<file path="src/rtl/fp_add_scheduler.sv">
// Round-robin scheduler that time-shares one external combinational FP32 adder
// between NREQ requesters. Zero and exact-cancellation operands bypass the adder.
module fp_add_scheduler #(
  parameter int XLEN = 32,
  parameter int NREQ = 4,
  parameter int IDW  = 2
) (
  input  logic                 clk,
  input  logic                 rst,
  input  logic [NREQ-1:0]      req_valid,
  input  logic [NREQ*XLEN-1:0] req_a,
  input  logic [NREQ*XLEN-1:0] req_b,
  output logic [NREQ-1:0]      req_ready,
  output logic                 resp_valid,
  output logic [IDW-1:0]       resp_id,
  output logic [XLEN-1:0]      resp_result,
  input  logic                 resp_ready,
  output logic [XLEN-1:0]      add_a,
  output logic [XLEN-1:0]      add_b,
  input  logic [XLEN-1:0]      add_result,
  output logic                 busy
);

  typedef enum logic [1:0] {IDLE, EXEC, RESP} state_t;

  state_t          state, state_next;
  logic [IDW-1:0]  last_grant;
  logic [IDW-1:0]  grant_idx, hi_idx, lo_idx;
  logic            grant_found, hi_found, lo_found;
  logic [XLEN-1:0] sel_a, sel_b;
  logic            a_zero, b_zero, cancel;
  logic            bypass_next, bypass;
  logic [XLEN-1:0] bypass_val_next, bypass_val;

  // Requesters above last_grant win over those at or below it; the descending
  // scan leaves the lowest index in each group.
  always_comb begin
    hi_found = 1'b0;
    lo_found = 1'b0;
    hi_idx   = '0;
    lo_idx   = '0;
    for (int i = NREQ - 1; i >= 0; i--) begin
      if (req_valid[i]) begin
        if (i > int'(last_grant)) begin
          hi_found = 1'b1;
          hi_idx   = IDW'(i);
        end else begin
          lo_found = 1'b1;
          lo_idx   = IDW'(i);
        end
      end
    end
    grant_found = hi_found | lo_found;
    grant_idx   = hi_found ? hi_idx : lo_idx;
  end

  always_comb begin
    sel_a = '0;
    sel_b = '0;
    for (int i = 0; i < NREQ; i++) begin
      if (grant_idx == IDW'(i)) begin
        sel_a = req_a[i*XLEN +: XLEN];
        sel_b = req_b[i*XLEN +: XLEN];
      end
    end
  end

  assign a_zero = (sel_a[XLEN-2:0] == '0);
  assign b_zero = (sel_b[XLEN-2:0] == '0);
  assign cancel = (sel_a[XLEN-2:0] == sel_b[XLEN-2:0]) && (sel_a[XLEN-1] != sel_b[XLEN-1]);

  // The adder cannot handle zero, so these cases are resolved here.
  always_comb begin
    bypass_next     = 1'b1;
    bypass_val_next = '0;
    if (a_zero && b_zero) begin
      bypass_val_next = '0;
    end else if (a_zero) begin
      bypass_val_next = sel_b;
    end else if (b_zero) begin
      bypass_val_next = sel_a;
    end else if (cancel) begin
      bypass_val_next = '0;
    end else begin
      bypass_next = 1'b0;
    end
  end

  always_comb begin
    state_next = state;
    req_ready  = '0;
    case (state)
      IDLE: begin
        if (grant_found) state_next = EXEC;
        for (int i = 0; i < NREQ; i++)
          req_ready[i] = !rst && grant_found && (grant_idx == IDW'(i));
      end
      EXEC:    state_next = RESP;
      RESP:    if (resp_ready) state_next = IDLE;
      default: state_next = IDLE;
    endcase
  end

  always_ff @(posedge clk or posedge rst) begin
    if (rst) state <= IDLE;
    else     state <= state_next;
  end

  always_ff @(posedge clk or posedge rst) begin
    if (rst) begin
      last_grant  <= IDW'(NREQ - 1);
      add_a       <= '0;
      add_b       <= '0;
      resp_id     <= '0;
      resp_result <= '0;
      resp_valid  <= 1'b0;
      bypass      <= 1'b0;
      bypass_val  <= '0;
    end else begin
      case (state)
        IDLE: begin
          if (grant_found) begin
            add_a      <= sel_a;
            add_b      <= sel_b;
            resp_id    <= grant_idx;
            last_grant <= grant_idx;
            bypass     <= bypass_next;
            bypass_val <= bypass_val_next;
          end
        end
        EXEC: begin
          resp_result <= bypass ? bypass_val : add_result;
          resp_valid  <= 1'b1;
        end
        RESP: begin
          if (resp_ready) resp_valid <= 1'b0;
        end
        default: ;
      endcase
    end
  end

  assign busy = (state != IDLE);

endmodule

</file>
<file path="config.mk">
export PLATFORM = sky130hd
export DESIGN_NAME = fp_add_scheduler
export DESIGN_NICKNAME = d
export VERILOG_FILES = /design/src/rtl/fp_add_scheduler.sv
export SDC_FILE = /design/constraint.sdc
export NUM_CORES = 1
export LEC_CHECK = 0
export BUFFER_PORTS_ARGS = -buffer_cell sky130_fd_sc_hd__buf_2
export CAP_MARGIN = 20
export CORE_AREA = 2 2 153 155
export CTS_CLUSTER_DIAMETER = 80
export DETAILED_ROUTE_END_ITERATION = 16
export DIE_AREA = 0 0 155 157
export GPL_TIMING_DRIVEN = 0
export MAX_ROUTING_LAYER = met4
export PLACE_DENSITY = 0.68
export SETUP_SLACK_MARGIN = 0.15
export SKIP_LAST_GASP = 1
export SLEW_MARGIN = 40
export SYNTH_ARGS = -nofsm -noshare
export SYNTH_HDL_FRONTEND = slang
export SYNTH_SLANG_ARGS = --single-unit
export TNS_END_PERCENT = 30
</file>
<file path="constraint.sdc">
create_clock -name clk -period 9.7 [get_ports clk]
set_input_delay 1.94 -clock clk [delete_from_list [all_inputs] [get_ports clk]]
set_output_delay 1.94 -clock clk [all_outputs]
set_load 0.02 [all_outputs]
</file>
== After elaboration in Yosys (flattened, before gate mapping) ==
Index checks and enable logic that the tools add are counted.

* Flip-flop bits (word level): 136
* Input port bits: 295
* Output and inout port bits: 104
* Logic and storage cells: 88

* Magnitude comparators: 3
* Equality and inequality tests: 9
* Multiplexer cells: 49
* Bitwise operators: 1
* Reduce and logical (&&, ||, !) cells: 17

{| class="wikitable"
|+ Operators by type and width
! operator !! count
|-
| 32-bit two-way mux || 12
|-
| 31-bit zero test || 2
|-
| 2-bit two-way mux || 16
|-
| 31-bit equality test || 1
|-
| 1-bit two-way mux || 18
|-
| 1-bit logical AND || 7
|-
| 2-bit equality test (second input constant) || 3
|-
| 2-bit one-hot mux with 3 select lines || 1
|-
| 2-bit AND reduction || 3
|-
| 2-bit by 1-bit equality test with 1-bit output (second input constant) || 2
|-
| 2-bit greater-than comparator (first input constant) || 2
|-
| 2-bit zero test || 2
|-
| 4-bit two-way mux || 1
|-
| 2-bit inequality test (second input constant) || 2
|-
| 2-bit nonzero test || 2
|-
| 1-bit by 2-bit greater-than comparator with 1-bit output (first input constant) || 1
|-
| 1-bit one-hot mux with 2 select lines || 1
|-
| 1-bit zero test || 1
|-
| 1-bit inequality test || 1
|-
| 1-bit OR || 1
|}

== Longest topological paths before layout ==
* Word-level depth: 20
* Depth in mapped cells: 14
* Mapped depth without buffers: 9

== Worst setup path before layout ==
No wires, ideal clock.

* Kind: in2out
* Start: in req_valid[1]
* End: out req_ready[2]
* Data arrival time: 3.596 ns
* Data required time: 7.760 ns
* Slack: 4.164 ns
* Stages: 6
* Buffers on the path: 2
* Cell sequence: o211a_1 > nor2_1 > clkbuf_1 > nand2_1 > clkbuf_1 > nor4_1

* Longest elaborated chain between the ends: 6
* Elaborated cells on any way between the ends: 12
* Classes of those cells: 1 x eq/ne; 8 x mux; 1 x bitwise; 2 x reduce/logical

{| class="wikitable"
|+ Ends and longest elaborated chain
! item !! RTL line !! text
|-
| from (decl) || 10 || <nowiki>input logic [NREQ-1:0] req_valid,</nowiki>
|-
| 2-bit two-way mux or 1-bit two-way mux (tied branches) (2 in series) || 43 || <nowiki>if (req_valid[i]) begin</nowiki>
|-
| 2-bit two-way mux or 1-bit OR (tied branches) || 54, 53 ||
|-
| 2-bit equality test or 1-bit logical AND (tied branches) || 96 || <nowiki>req_ready[i] = !rst && grant_found && (grant_idx == IDW'(i));</nowiki>
|-
| 1-bit logical AND * || 96 ||
|-
| 4-bit two-way mux * || 92 || <nowiki>case (state)</nowiki>
|-
| to (decl) || 13 || <nowiki>output logic [NREQ-1:0] req_ready,</nowiki>
|}

Mark *: on every way between the ends. The rest lies on a longest branch, timed or not.

== Worst setup path after layout ==
Same ends and word-level chain as after synthesis.

==> qor.yml <==
status: "complete, no violations"
worstPathMaxFanout: 10
cts_tree: "built"
synth_fp_nets: 1333
htreeDepth: 4
drc: 0
nets: 1751
slew_headroom_pct: 38.07
rows: 55
start_util_pct: 38.59
dp_cells: 1722
setup_slack_ns: 3.783
worstMarginPinSlew_ns: 0.9290
groute.usage.overall_pct: 36.35
worstHoldPathType: "reg2reg"
post_drt_wl_per_cell_um: 25.19
grt_overflow: 0
layout_common_cells: "408 x buf_2, 239 x nand2_1, 148 x o21ai_0"
portBuffers: 398
report.final.slew_viol_count: 0
synth_cell_types: 46
clk_pin_slew_ns: 0.06
clock_path_buffers: 2
gp_congestion: 0.9838
mostFrequentLayoutCell: "buf_2"
vias_per_cell: 6.014
area_growth_pct: 34.71
grt_pass1_wl_mm: 64.52
grt_max_degree: 70
crit_start: "req_valid[1]"
grt_pass1_vias: 10441
endpoint_kind: "primary output"
rr_worst_depth: 13
r2r_slack_ns: 5.44
numCtsBuffers: 17
tns_ns: 0
async_reset_ff_share_pct: 100.0
synth_warnings: 0
coreArea_um2: 22500
rr_endpoint: "bypass_val[20]"
synth_area_per_cell_um2: 8.365
hold_slack_ns: 0.4738
finalCritPeriodShare_pct: 61.00
drt_iter0_drc: 1010
worst_ep_arrival_time_ns: 3.98
die_area_um2: 24340
fmax_mhz: 169.0
drv_cap: 0
irDropWorstVdd_uv: 139.7
clock_latency_ns: 0.43
power_uw: 4100
die_h_um: 157
hpwl_mm: 36.04
die_w_um: 155
fillers: 2234
ios: 399
post_layout_nonfiller_instances: 1762
multi_input_area_um2: 4775
antenna_found_initial: 9
power.density_nw_per_um2: 350.5
regToRegStartpoint: "last_grant[1]"
cts_setup_buffers: 0
p_leak_uw: 0.005534
seqCellArea_um2: 3406
post-place-ws_ns: 3.837
numClockSinks: 136
setup_viol: 0
netlist_area_um2: 8683
layout-drive-gt1-share_pct: 33.02
seq_area_frac_synth_pct: 39.22
path_class: "in2out"
via_count: 10596
setup.worst_path.start_class: "primary input"
synth_edf_count: 0
antenna_left: 0
wirelength_mm: 44.38
syn_inst: 1038
clock-skew-final_ns: 0.01018
root_buffer: "clkbuf_16"
worstHoldStart: "add_b[9]"
grt_setup_unrepaired: "no"
holdBufCountCts: 0
dr.pass1.iters: 7
fin_crit_ns: 5.917
timing_hold_violations_final: 0
ys_ff_latch: 136
cp_data_required_time_ns: 7.76
hold_depth: 2
hold_end: "add_b[9]"
cts_resized: 0
synth_flop_cell: "dfrtp_1"
-- routing by layer --
layer / vias to the layer above / global-route usage (%) / wire length (µm)
met5: - / - / 0
met4: 0 / 15.08 / 1753
met3: 112 / 6.993 / 3883
met2: 643 / 60.49 / 21620
met1: 5128 / 43.46 / 17130
li1: 4713 / - / -
-- logic make-up (layout without fill, tap and decap cells) --
logic type	count (synthesis)	in the layout	synth area share, %
compound gates	334	334	27.88
xor+xnor	32	32	3.228
buf+inv	112	543	5.792
flops	136	136	39.22
mux	33	33	3.804
other cells	0	8	0
simple gates	391	391	20.07
-- worst max-delay path by stage --
stage | endpoint | slack, ns | depth (start not counted)
CTS | req_ready[2] | 3.83 | 8
detailed placement | req_ready[2] | 3.84 | 8
floorplan | add_a[0] | 4.12 | 1
finish | req_ready[2] | 3.78 | 8
global placement | add_b[17] | 2.47 | 2
global route | req_ready[3] | 3.64 | 8
-- area by class of cell --
| class | count | share of cell area, % |
|---|---|---|
| sequential | 136 | 29.12 |
| clock inverter | 14 | 1.465 |
| multi-input combinational | 790 | 40.82 |
| tap | 285 | 3.048 |
| timing repair buffer | 399 | 17.26 |
| buffer | 109 | 4.204 |
| inverter | 3 | 0.1604 |
| antenna | 8 | 0.1711 |
| clock buffer | 18 | 3.754 |
-- Yosys cell counts, types with 10 or more instances --
cell type | count | area, µm²
buf_2 | 10 | 50.05
nor4_1 | 19 | 118.9
xnor2_1 | 28 | 245.2
nand3_1 | 76 | 380.4
nand2_1 | 239 | 897.1
a21o_1 | 15 | 112.6
nor2_1 | 18 | 67.56
dfrtp_1 | 134 | 3353
o21ai_0 | 148 | 740.7
clkbuf_1 | 87 | 326.6
mux2i_1 | 33 | 330.3
and2_1 | 10 | 62.56
a32oi_1 | 112 | 980.9
o221ai_2 | 19 | 285.3
-- report_power, final --
part           switching (µW)  internal [µW]  total [µW]
logic                    1760            746        2510
registers                 134            784         918
clock network             264            412         676
-- sequential cells by signal, indices dropped and copies added (netlist names) --
name	count
resp_valid	1
add_b	32
bypass_val	32
add_a	32
bypass	1
resp_id	2
resp_result	32
state	2
last_grant	2
-- worst max-delay path, stage by stage --
cell and delay, ns:
buf_2 0.13, o211a_1 0.23, nor2_1 0.17, clkbuf_1 0.45, nand2_1 0.33, clkbuf_1 0.30
nor4_1 0.21, buf_2 0.21
-- per-stage QoR --
step | utilization (%) | cell area (µm²)
2_1_floorplan | - | 8683
3_3_place_gp | 49.02 | 11030
6_report | 51.98 | 11700
4_1_cts | 51.89 | 11680
3_5_place_dp | 49.18 | 11070
5_1_grt | 51.98 | 11700
No activity file was read; power rests on OpenSTA's default activity.
